==> config.mk <==
export PLATFORM = sky130hd
export DESIGN_NAME = hamming_frame_encoder_flat
export DESIGN_NICKNAME = d
export VERILOG_FILES = /design/src/rtl/hamming_frame_encoder_if.sv /design/src/rtl/hamming_frame_encoder.sv /design/src/flat_wrapper.sv
export SDC_FILE = /design/constraint.sdc
export NUM_CORES = 1
export LEC_CHECK = 0
export CORE_UTILIZATION = 66
export CTS_CLUSTER_DIAMETER = 60
export DETAILED_ROUTE_END_ITERATION = 10
export PLACE_DENSITY = 0.85
export SLEW_MARGIN = 15
export SYNTH_ARGS = -nofsm -noshare
export SYNTH_HDL_FRONTEND = slang
export SYNTH_SLANG_ARGS = --single-unit
==> constraint.sdc <==
create_clock -name clk_in -period 10.6 [get_ports clk_in]
set_input_delay 2.12 -clock clk_in [delete_from_list [all_inputs] [get_ports clk_in]]
set_output_delay 2.12 -clock clk_in [all_outputs]
set_load 0.01 [all_outputs]
==> src/rtl/hamming_frame_encoder_if.sv <==
// -----------------------------------------------------------------------------
// hamming_frame_encoder_if
//
// Signal bundle between the Hamming frame encoder and its neighbours: the
// serial payload input handshake, the serial frame output handshake, the
// header select and the frame counter.
//
// Modports:
//   master - the side that feeds payload bits and consumes frame bits
//            (drives in_data, in_valid, hdr_sel, out_ready)
//   slave  - the encoder itself
//            (drives in_ready, out_data, out_valid, out_sof, frame_cnt)
// -----------------------------------------------------------------------------
interface hamming_frame_encoder_if;
    logic       in_data;
    logic       in_valid;
    logic       in_ready;
    logic       hdr_sel;
    logic       out_data;
    logic       out_valid;
    logic       out_ready;
    logic       out_sof;
    logic [7:0] frame_cnt;

    modport master (
        output in_data,
        output in_valid,
        output hdr_sel,
        output out_ready,
        input  in_ready,
        input  out_data,
        input  out_valid,
        input  out_sof,
        input  frame_cnt
    );

    modport slave (
        input  in_data,
        input  in_valid,
        input  hdr_sel,
        input  out_ready,
        output in_ready,
        output out_data,
        output out_valid,
        output out_sof,
        output frame_cnt
    );
endinterface

==> src/rtl/hamming_frame_encoder.sv <==
// -----------------------------------------------------------------------------
// hamming_frame_encoder
//
// Bit-serial Hamming frame encoder. Collects 4*N_GROUPS payload bits (first
// bit becomes the payload MSB), encodes every nibble as a Hamming(7,4)
// codeword, prepends an 8-bit sync header chosen by hdr_sel and shifts the
// frame out MSB first. The payload register doubles as the second buffer: a
// complete payload waits there (pending) while the previous frame is still
// shifting, so collection overlaps transmission.
//
// Build option:
//   HAMMING_SECDED_EN - when defined, every codeword gets an overall parity
//                       bit as its MSB (8-bit codewords, SEC-DED).
//
// Ports:
//   clk_in     clock, everything on the rising edge
//   rst        asynchronous, active-high reset
//   bus.slave  in_data/in_valid/in_ready  serial payload handshake
//              hdr_sel                    header select, sampled on load
//              out_data/out_valid/out_ready serial frame handshake
//              out_sof                    high with the first header bit
//              frame_cnt                  frames loaded since reset (wraps)
// -----------------------------------------------------------------------------
module hamming_frame_encoder #(
    parameter int               N_GROUPS      = 8,
    parameter int               HDR_W         = 8,
    parameter logic [HDR_W-1:0] SYNC_WORD     = 8'b01111110,
    parameter logic [HDR_W-1:0] ALT_SYNC_WORD = 8'b01101110
) (
    input logic                     clk_in,
    input logic                     rst,
    hamming_frame_encoder_if.slave  bus
);

    localparam int DATA_W = 4 * N_GROUPS;
`ifdef HAMMING_SECDED_EN
    localparam int CW_W = 8;
`else
    localparam int CW_W = 7;
`endif
    localparam int FRAME_W   = HDR_W + N_GROUPS * CW_W;
    localparam int BIT_CNT_W = $clog2(DATA_W);
    localparam int OUT_CNT_W = $clog2(FRAME_W);

    localparam logic [BIT_CNT_W-1:0] LAST_IN_BIT  = BIT_CNT_W'(DATA_W - 1);
    localparam logic [OUT_CNT_W-1:0] LAST_OUT_BIT = OUT_CNT_W'(FRAME_W - 1);

    // state   | meaning
    // --------+-----------------------------------------------------------
    // S_IDLE  | shifter empty, out_valid low, waiting for a pending payload
    // S_SHIFT | frame bit shifter[FRAME_W-1] presented on out_data
    typedef enum logic {
        S_IDLE  = 1'b0,
        S_SHIFT = 1'b1
    } state_t;

    state_t               state;
    state_t               state_nxt;

    logic [DATA_W-1:0]    data_reg;
    logic [BIT_CNT_W-1:0] bit_cnt;
    logic                 pending;
    logic                 in_accept;

    logic [FRAME_W-1:0]   enc_frame;
    logic [FRAME_W-1:0]   shifter;
    logic [OUT_CNT_W-1:0] out_idx;
    logic [7:0]           frame_cnt;

    logic                 load;
    logic                 shift;

    // -------------------------------------------------------------------------
    // Nibble encoder
    // -------------------------------------------------------------------------
    function automatic logic [CW_W-1:0] encode_nibble(input logic [3:0] d);
        logic       p0;
        logic       p1;
        logic       p2;
        logic [6:0] cw7;
        p0  = d[0] ^ d[1] ^ d[3];
        p1  = d[0] ^ d[2] ^ d[3];
        p2  = d[1] ^ d[2] ^ d[3];
        cw7 = {d[3], d[2], d[1], p2, d[0], p1, p0};
`ifdef HAMMING_SECDED_EN
        return {^cw7, cw7};
`else
        return cw7;
`endif
    endfunction

    // -------------------------------------------------------------------------
    // Collect side. The payload register fills MSB first by shifting left;
    // once full it is frozen (in_ready low) until the output side loads it.
    // -------------------------------------------------------------------------
    assign in_accept = bus.in_valid && !pending;

    always_ff @(posedge clk_in or posedge rst) begin
        if (rst) begin
            data_reg <= '0;
            bit_cnt  <= '0;
            pending  <= 1'b0;
        end else begin
            if (in_accept) begin
                data_reg <= {data_reg[DATA_W-2:0], bus.in_data};
                bit_cnt  <= (bit_cnt == LAST_IN_BIT) ? '0 : bit_cnt + BIT_CNT_W'(1);
            end
            // Acceptance needs pending low and load needs it high, so the two
            // branches never compete in one cycle.
            if (in_accept && (bit_cnt == LAST_IN_BIT)) begin
                pending <= 1'b1;
            end else if (load) begin
                pending <= 1'b0;
            end
        end
    end

    // -------------------------------------------------------------------------
    // Frame assembly from the frozen payload; only consumed on a load edge,
    // which is also the only time hdr_sel matters.
    // -------------------------------------------------------------------------
    always_comb begin
        enc_frame = '0;
        enc_frame[FRAME_W-1 -: HDR_W] = bus.hdr_sel ? ALT_SYNC_WORD : SYNC_WORD;
        for (int g = 0; g < N_GROUPS; g++) begin
            enc_frame[CW_W*g +: CW_W] = encode_nibble(data_reg[4*g +: 4]);
        end
    end

    // -------------------------------------------------------------------------
    // Output FSM
    // -------------------------------------------------------------------------
    always_comb begin
        state_nxt = state;
        load      = 1'b0;
        shift     = 1'b0;
        case (state)
            S_IDLE: begin
                if (pending) begin
                    load      = 1'b1;
                    state_nxt = S_SHIFT;
                end
            end
            S_SHIFT: begin
                if (bus.out_ready) begin
                    if (out_idx == LAST_OUT_BIT) begin
                        // Reloading on the last handshake keeps the stream
                        // gapless when the next payload is already waiting.
                        if (pending) begin
                            load = 1'b1;
                        end else begin
                            state_nxt = S_IDLE;
                        end
                    end else begin
                        shift = 1'b1;
                    end
                end
            end
            default: begin
                state_nxt = S_IDLE;
            end
        endcase
    end

    always_ff @(posedge clk_in or posedge rst) begin
        if (rst) begin
            state     <= S_IDLE;
            shifter   <= '0;
            out_idx   <= '0;
            frame_cnt <= '0;
        end else begin
            state <= state_nxt;
            if (load) begin
                shifter   <= enc_frame;
                out_idx   <= '0;
                frame_cnt <= frame_cnt + 8'd1;
            end else if (shift) begin
                shifter <= {shifter[FRAME_W-2:0], 1'b0};
                out_idx <= out_idx + OUT_CNT_W'(1);
            end
        end
    end

    // -------------------------------------------------------------------------
    // Outputs. Everything is registered state, so it holds while out_ready is
    // low. out_data is gated so an idle line reads 0.
    // -------------------------------------------------------------------------
    assign bus.in_ready  = !pending;
    assign bus.out_valid = (state == S_SHIFT);
    assign bus.out_data  = (state == S_SHIFT) && shifter[FRAME_W-1];
    assign bus.out_sof   = (state == S_SHIFT) && (out_idx == '0);
    assign bus.frame_cnt = frame_cnt;

endmodule

==> src/flat_wrapper.sv <==
// flat-port wrapper written by rule: the top's interface ports become plain ports
module hamming_frame_encoder_flat 
#(
    parameter int               N_GROUPS      = 8,
    parameter int               HDR_W         = 8,
    parameter logic [HDR_W-1:0] SYNC_WORD     = 8'b01111110,
    parameter logic [HDR_W-1:0] ALT_SYNC_WORD = 8'b01101110
)
  (clk_in, rst, bus_in_data, bus_in_valid, bus_hdr_sel, bus_out_ready, bus_in_ready, bus_out_data, bus_out_valid, bus_out_sof, bus_frame_cnt);
  hamming_frame_encoder_if bus_i ();
  input logic clk_in;
  input logic rst;
  input wire logic [$bits(bus_i.in_data)-1:0] bus_in_data;
  input wire logic [$bits(bus_i.in_valid)-1:0] bus_in_valid;
  input wire logic [$bits(bus_i.hdr_sel)-1:0] bus_hdr_sel;
  input wire logic [$bits(bus_i.out_ready)-1:0] bus_out_ready;
  output wire logic [$bits(bus_i.in_ready)-1:0] bus_in_ready;
  output wire logic [$bits(bus_i.out_data)-1:0] bus_out_data;
  output wire logic [$bits(bus_i.out_valid)-1:0] bus_out_valid;
  output wire logic [$bits(bus_i.out_sof)-1:0] bus_out_sof;
  output wire logic [$bits(bus_i.frame_cnt)-1:0] bus_frame_cnt;
  assign bus_i.in_data = bus_in_data;
  assign bus_i.in_valid = bus_in_valid;
  assign bus_i.hdr_sel = bus_hdr_sel;
  assign bus_i.out_ready = bus_out_ready;
  assign bus_in_ready = bus_i.in_ready;
  assign bus_out_data = bus_i.out_data;
  assign bus_out_valid = bus_i.out_valid;
  assign bus_out_sof = bus_i.out_sof;
  assign bus_frame_cnt = bus_i.frame_cnt;
  hamming_frame_encoder #(.N_GROUPS(N_GROUPS), .HDR_W(HDR_W), .SYNC_WORD(SYNC_WORD), .ALT_SYNC_WORD(ALT_SYNC_WORD)) u_core (.clk_in(clk_in), .rst(rst), .bus(bus_i));
endmodule
==> flow_summary.ini, run 1 <==
[outcome]
run_status = complete, no violations

[layout]
multiInputGateArea_mm2 = 0.00217
layout-drive-gt1-share_pct = 22.3
antennaDiodeCount = 0
area_growth_syn_to_layout_pct = 14.5
layout.filler_cells = 479
layout_commonest_cell = sky130_fd_sc_hd__dfrtp_1
area.sequential_mm2 = 0.00293
final_cell_mix = 117 x sky130_fd_sc_hd__dfrtp_1, 35 x sky130_fd_sc_hd__mux2_2, 35 x sky130_fd_sc_hd__inv_1, 32 x sky130_fd_sc_hd__o22ai_1
utilization_pct = 79.0
layout.nets = 486
largest_reg_flops = 64

[routing]
final_antenna_net_count = 0
drt-total-wl_um = 11000
drtIter0Drc = 301
detail_route.vias_per_cell = 6.20
first_pass_iters = 5
routedWlPerCell_um = 18.6
detailroute.via_count = 3660
drc = 0

[timing]
rsz0062_at_grt = false
setup_viol_count_final = 0
drv_slew = 0
worst_pin_slew_ns = 1.05
max-slew-margin-rel_pct = 29.8
final.setup_skew_ns = 0.00827
finalCriticalPeriod_ns = 4.58
totalNegativeSetupSlack_ns = 0
fmax_ghz = 0.218
timing.final.crit_share_pct = 43.2
finalHoldViolations = 0

[synthesis]
post_synthesis_xor_xnor_area_fraction_pct = 8.13
post_synth_fa_ha_maj_area_fraction_pct = 1.16
synth_top_family_by_area = compound AO/OA/AOI/OAI gates
synthSimpleGateAreaFrac_pct = 7.52
synth.avg_cell_area_um2 = 11.7
synth_top_cell_area_share_pct = 54.3
share_of_the_synthesized_area_in_compound_gates_ao_oa_aoi_oai_pct = 16.0
synth_nets = 471
cell_count_after_synthesis = 460
post-synth-top-area-cell = sky130_fd_sc_hd__dfrtp_1
yosysWarningCount = 0
yosys_register_bits = 117
synth.distinct_cells = 39
synth_mux_area_share_pct = 7.31
synthesis.area_mm2 = 0.00539
yosysSeqAreaShare_pct = 54.3
synth.area.top_cells = sky130_fd_sc_hd__dfrtp_1 54%, sky130_fd_sc_hd__mux2_2 7.3%, sky130_fd_sc_hd__a21oi_2 5.0%

[global_route]
grt_peak_use_layer = met2
gr-usage-all-layers_pct = 28.4
globalRouteMet1Util_pct = 37.4
number_of_antenna_violations_at_the_first_check_in_global_routing = 0
grt_first_pass_wirelength_um = 18500
global_route.usage.met3_pct = 5.99
grtUsageMet2_pct = 47.0
pin_count_of_the_biggest_net_entering_global_routing = 68
grt_pass1_vias = 3689
global_route_overflow = 0

[power_and_ir_drop]
vdd_ir_drop_max_v = 0.000165
power.density_cell_area_mw_per_mm2 = 273
power.leakage_nw = 2.77

[clock_network]
cts_max_path_buffers = 2
cts_resized = 0
clock_insertion_delay_worst_skew_ns = 0.51
cts_inserted_buffers = 17
ctsRootBufferMaster = sky130_fd_sc_hd__clkbuf_8
clock_tree.htree_level_count = 4
cts-hold-fix-buffers = 0
cts_tree = yes
worst_path_clk_slew_ns = 0.06
cts_setup_buffers = 0
cts.sinks = 117

[placement]
globalplace.congestion = 0.742
hpwl_um = 5880
buffer_ports.inserted = 17

[critical_path]
timing.critical_path.arrival_ns = 2.46
critPathMaxFanout = 5
required_time_reported_for_the_critical_path_endpoint_ns = 8.48
worst_setup_path_end_kind = primary output
crit_path_start_kind = flip-flop
setup_cp_type = flip-flop to primary output

[min_path]
hold_path_class = flip-flop to flip-flop

[floorplan]
initial_core_util_pct = 69.0
floorplan.io_pins = 18
core-area_mm2 = 0.00781
die_y_um = 92.4
rows = 32
dieWidth_um = 92.4
floorplan.die_area_mm2 = 0.00853

[job]
timing.max_cap.violations = 0
worst max-delay path: stages (launching register included):
cell and delay, ns:
sky130_fd_sc_hd__dfrtp_1 0.42, sky130_fd_sc_hd__or4b_2 0.71, sky130_fd_sc_hd__nor3b_1 0.25, sky130_fd_sc_hd__clkdlybuf4s50_1 0.57
through the flow:
| step | power (W) | setup slack [ns] | instances | hold WS [ns] | area [um2] |
|---|---|---|---|---|---|
| 3_3_place_gp | 0.00105 | 6.16 | 558 | 0.456 | 5560 |
| 6_report | 0.00168 | 6.02 | 590 | 0.464 | 6170 |
| 5_1_grt | 0.00176 | 5.88 | 590 | 0.486 | 6170 |
| 2_1_floorplan | 0.000993 | 5.38 | 460 | 0.463 | 5390 |
| 4_1_cts | 0.00169 | 6.00 | 590 | 0.468 | 6170 |
| 3_5_place_dp | 0.00108 | 6.10 | 558 | 0.460 | 5560 |
area by class of cell:
cell class              count  share of cell area (%)
repair buffers             21                    3.24
flip-flops and latches    117                    47.5
clock buffers              22                    7.34
clock inverters            10                    2.47
inverters                  36                    2.23
well taps                 102                    2.07
multi-input cells         282                    35.2
synth_stat cells:
cell and number:
sky130_fd_sc_hd__a21boi_0 1, sky130_fd_sc_hd__a21o_4 1, sky130_fd_sc_hd__a21oi_1 6, sky130_fd_sc_hd__a21oi_2 31, sky130_fd_sc_hd__a221o_1 24, sky130_fd_sc_hd__a22o_1 1, sky130_fd_sc_hd__a31oi_4 1, sky130_fd_sc_hd__and2_1 1
sky130_fd_sc_hd__and3_1 2, sky130_fd_sc_hd__and3_4 1, sky130_fd_sc_hd__and4_1 1, sky130_fd_sc_hd__and4_4 1, sky130_fd_sc_hd__buf_2 15, sky130_fd_sc_hd__buf_4 2, sky130_fd_sc_hd__buf_6 6, sky130_fd_sc_hd__clkbuf_1 2
sky130_fd_sc_hd__dfrtp_1 117, sky130_fd_sc_hd__ha_1 5, sky130_fd_sc_hd__inv_1 36, sky130_fd_sc_hd__mux2_2 35, sky130_fd_sc_hd__nand2_1 26, sky130_fd_sc_hd__nand2b_1 1, sky130_fd_sc_hd__nand3_1 12, sky130_fd_sc_hd__nand4_1 4
sky130_fd_sc_hd__nor2_1 29, sky130_fd_sc_hd__nor2_4 1, sky130_fd_sc_hd__nor2b_1 1, sky130_fd_sc_hd__nor3_1 1, sky130_fd_sc_hd__nor3_2 1, sky130_fd_sc_hd__nor3b_1 2, sky130_fd_sc_hd__o211ai_1 2, sky130_fd_sc_hd__o21a_1 1
sky130_fd_sc_hd__o21ai_0 5, sky130_fd_sc_hd__o21bai_2 1, sky130_fd_sc_hd__o22ai_1 32, sky130_fd_sc_hd__o31ai_1 1, sky130_fd_sc_hd__or4b_2 1, sky130_fd_sc_hd__xnor2_1 30, sky130_fd_sc_hd__xor2_1 20
power breakdown:
part	total [W]	internal [W]	leakage, nW	switching, W
sequential	0.000693	0.000559	1.42	0.000134
combinational	0.000405	0.000218	1.06	0.000186
clock	0.000585	0.000392	0.299	0.000193
logic make-up (layout without fill, tap and decap cells):
group	count (synthesis)	count (layout)
compound gates	107	107
xor+xnor	50	50
fa+ha+maj	5	5
buf+inv	61	89
flops	117	117
mux	35	35
simple gates	85	85
layer usage:
layer	vias up	part of all wire, %
li1	1656	-
met1	1873	43
met2	106	51
met3	25	4.3
met4	0	1.7
met5	-	0
final timing paths:
| check | start | to | slack, ns | cells past startpoint |
|---|---|---|---|---|
| setup / recovery | u_core.out_idx[3]$_DFFE_PP0P_ | bus_out_sof | 6.02 | 3 |
| hold / removal | u_core.bus.frame_cnt[7]$_DFFE_PP0P_ | u_core.bus.frame_cnt[7]$_DFFE_PP0P_ | 0.46 | 1 |
| setup reg to reg | u_core.out_idx[0]$_DFFE_PP0P_ | u_core.shifter[15]$_DFFE_PP0P_ | 8.01 | 5 |
| hold reg to reg | u_core.bus.frame_cnt[7]$_DFFE_PP0P_ | u_core.bus.frame_cnt[7]$_DFFE_PP0P_ | 0.46 | 1 |
| max in group asynchronous | rst | u_core.shifter[59]$_DFFE_PP0P_ | 7.31 | 3 |
| min in group asynchronous | rst | u_core.data_reg[20]$_DFFE_PP0N_ | 2.04 | 2 |
(Power assumes the default switching activity.)
==> inputs of run 2 (changes only) <==
Settings changed: CORE_UTILIZATION 66 to 61, PLACE_DENSITY 0.85 to 0.79.
Clock period 10.6 ns to 4.62 ns, I/O delays scaled along.
==> flow_summary.ini, run 2 (synthesis gave the netlist of run 1 again) <==
[outcome]
run_status = complete, no violations

[layout]
largest_reg_flops = 64
layout-drive-gt1-share_pct = 23.4
final_cell_mix = 117 x sky130_fd_sc_hd__dfrtp_1, 35 x sky130_fd_sc_hd__mux2_2, 35 x sky130_fd_sc_hd__inv_1, 32 x sky130_fd_sc_hd__o22ai_1
layout.nets = 489
area.sequential_mm2 = 0.00293
layout.filler_cells = 519
area_growth_syn_to_layout_pct = 17.3
antennaDiodeCount = 0
multiInputGateArea_mm2 = 0.00217
layout_commonest_cell = sky130_fd_sc_hd__dfrtp_1

[floorplan]
floorplan.io_pins = 18
initial_core_util_pct = 64.3
rows = 33
die_y_um = 96.0
floorplan.die_area_mm2 = 0.00921
core-area_mm2 = 0.00838
dieWidth_um = 96.0

[timing]
worst_hold_slack_ns = 0.471
finalCriticalPeriod_ns = 3.34
max-slew-margin-rel_pct = 35.4
rsz0062_at_grt = false
timing.final.crit_share_pct = 72.4
final.setup_skew_ns = 0.00966
worst_pin_slew_ns = 0.969
drv_slew = 0
fmax_ghz = 0.299
setup_viol_count_final = 0
totalNegativeSetupSlack_ns = 0
finalHoldViolations = 0
finalWorstSetupSlack_ns = 1.28

[power_and_ir_drop]
vdd_ir_drop_max_v = 0.000388
power.density_cell_area_mw_per_mm2 = 639
power.leakage_nw = 2.84

[placement]
buffer_ports.inserted = 17
globalplace.congestion = 0.734
preCtsSetupSlack_ns = 1.66
hpwl_um = 5830

[clock_network]
cts_inserted_buffers = 17
cts_max_path_buffers = 2
clock_tree.htree_level_count = 4
worst_path_clk_slew_ns = 0.06
cts_tree = yes
cts-hold-fix-buffers = 0
ctsRootBufferMaster = sky130_fd_sc_hd__clkbuf_8
cts_resized = 0
cts_setup_buffers = 0
cts.sinks = 117
clock_insertion_delay_worst_skew_ns = 0.52

[routing]
detailroute.via_count = 3607
detail_route.vias_per_cell = 6.05
drt-total-wl_um = 10400
drtIter0Drc = 177
first_pass_iters = 4
final_antenna_net_count = 0
drc = 0
routedWlPerCell_um = 17.4

[global_route]
gr-usage-all-layers_pct = 25.4
grt_pass1_vias = 3508
grt_first_pass_wirelength_um = 17300
global_route_overflow = 0
number_of_antenna_violations_at_the_first_check_in_global_routing = 0
pin_count_of_the_biggest_net_entering_global_routing = 75

[critical_path]
timing.critical_path.arrival_ns = 2.42
required_time_reported_for_the_critical_path_endpoint_ns = 3.70
setup_cp_type = flip-flop to primary output
critPathMaxFanout = 5
crit_path_start_kind = flip-flop
worst_setup_path_end_kind = primary output

[job]
timing.max_cap.violations = 0

[min_path]
hold_path_class = flip-flop to flip-flop
## run 2: changes by cell type in the layout (fill, tap and decap cells not counted), sizes merged
cell	previous run	this run
bufinv	4	7
clkinvlp	1	2
buf	4	7
clkinv	5	3
clkbuf	22	20
## run 2: cell type report
class / count / share of cell area, %
repair buffers: 24 / 3.92
clock buffers: 20 / 7.21
clock inverters: 12 / 3.92
well taps: 105 / 2.08
flip-flops and latches: 117 / 46.3
multi-input cells: 282 / 34.4
inverters: 36 / 2.18
## run 2: critical path, stage by stage, from the launching register on
cell                              delay, ns
sky130_fd_sc_hd__dfrtp_1               0.43
sky130_fd_sc_hd__or4b_2                0.68
sky130_fd_sc_hd__nor3b_1               0.22
sky130_fd_sc_hd__clkdlybuf4s50_1       0.56
## run 2: path summary, 6_finish.rpt
check,to,slack [ns],cells past startpoint,from
max,bus_out_sof,1.28,3,u_core.out_idx[3]$_DFFE_PP0P_
min,u_core.bus.frame_cnt[7]$_DFFE_PP0P_,0.47,1,u_core.bus.frame_cnt[7]$_DFFE_PP0P_
max reg2reg,u_core.shifter[24]$_DFFE_PP0P_,2.34,6,u_core.out_idx[0]$_DFFE_PP0P_
min reg2reg,u_core.bus.frame_cnt[7]$_DFFE_PP0P_,0.47,1,u_core.bus.frame_cnt[7]$_DFFE_PP0P_
max in group asynchronous,u_core.data_reg[28]$_DFFE_PP0N_,2.80,3,rst
min in group asynchronous,u_core.shifter[41]$_DFFE_PP0P_,0.97,2,rst
## run 2: metrics by stage
| stage | util, % | area (um2) | total power [W] | instances |
|---|---|---|---|---|
| 3_3_place_gp | 67.0 | 5620 | 0.00243 | 564 |
| 3_5_place_dp | 67.0 | 5620 | 0.00248 | 564 |
| 4_1_cts | 75.4 | 6320 | 0.00406 | 596 |
| 5_1_grt | 75.4 | 6320 | 0.00425 | 596 |
| 6_report | 75.4 | 6320 | 0.00404 | 596 |
| 2_1_floorplan | - | 5390 | 0.00228 | 460 |
## run 2: layer usage
layer | part of all wire [%] | global-route usage (%) | vias up
li1 | - | - | 1662
met1 | 46 | 33.3 | 1857
met2 | 50 | 40.3 | 79
met3 | 3.7 | 7.58 | 9
met4 | 1.0 | 8.71 | 0
met5 | 0 | 0 | -
## run 2: where the power goes
group          total, W  internal [W]  switching [W]
logic          0.000907      0.000503       0.000405
registers       0.00158       0.00128       0.000300
clock network   0.00155       0.00108       0.000466
total           0.00404       0.00287        0.00117
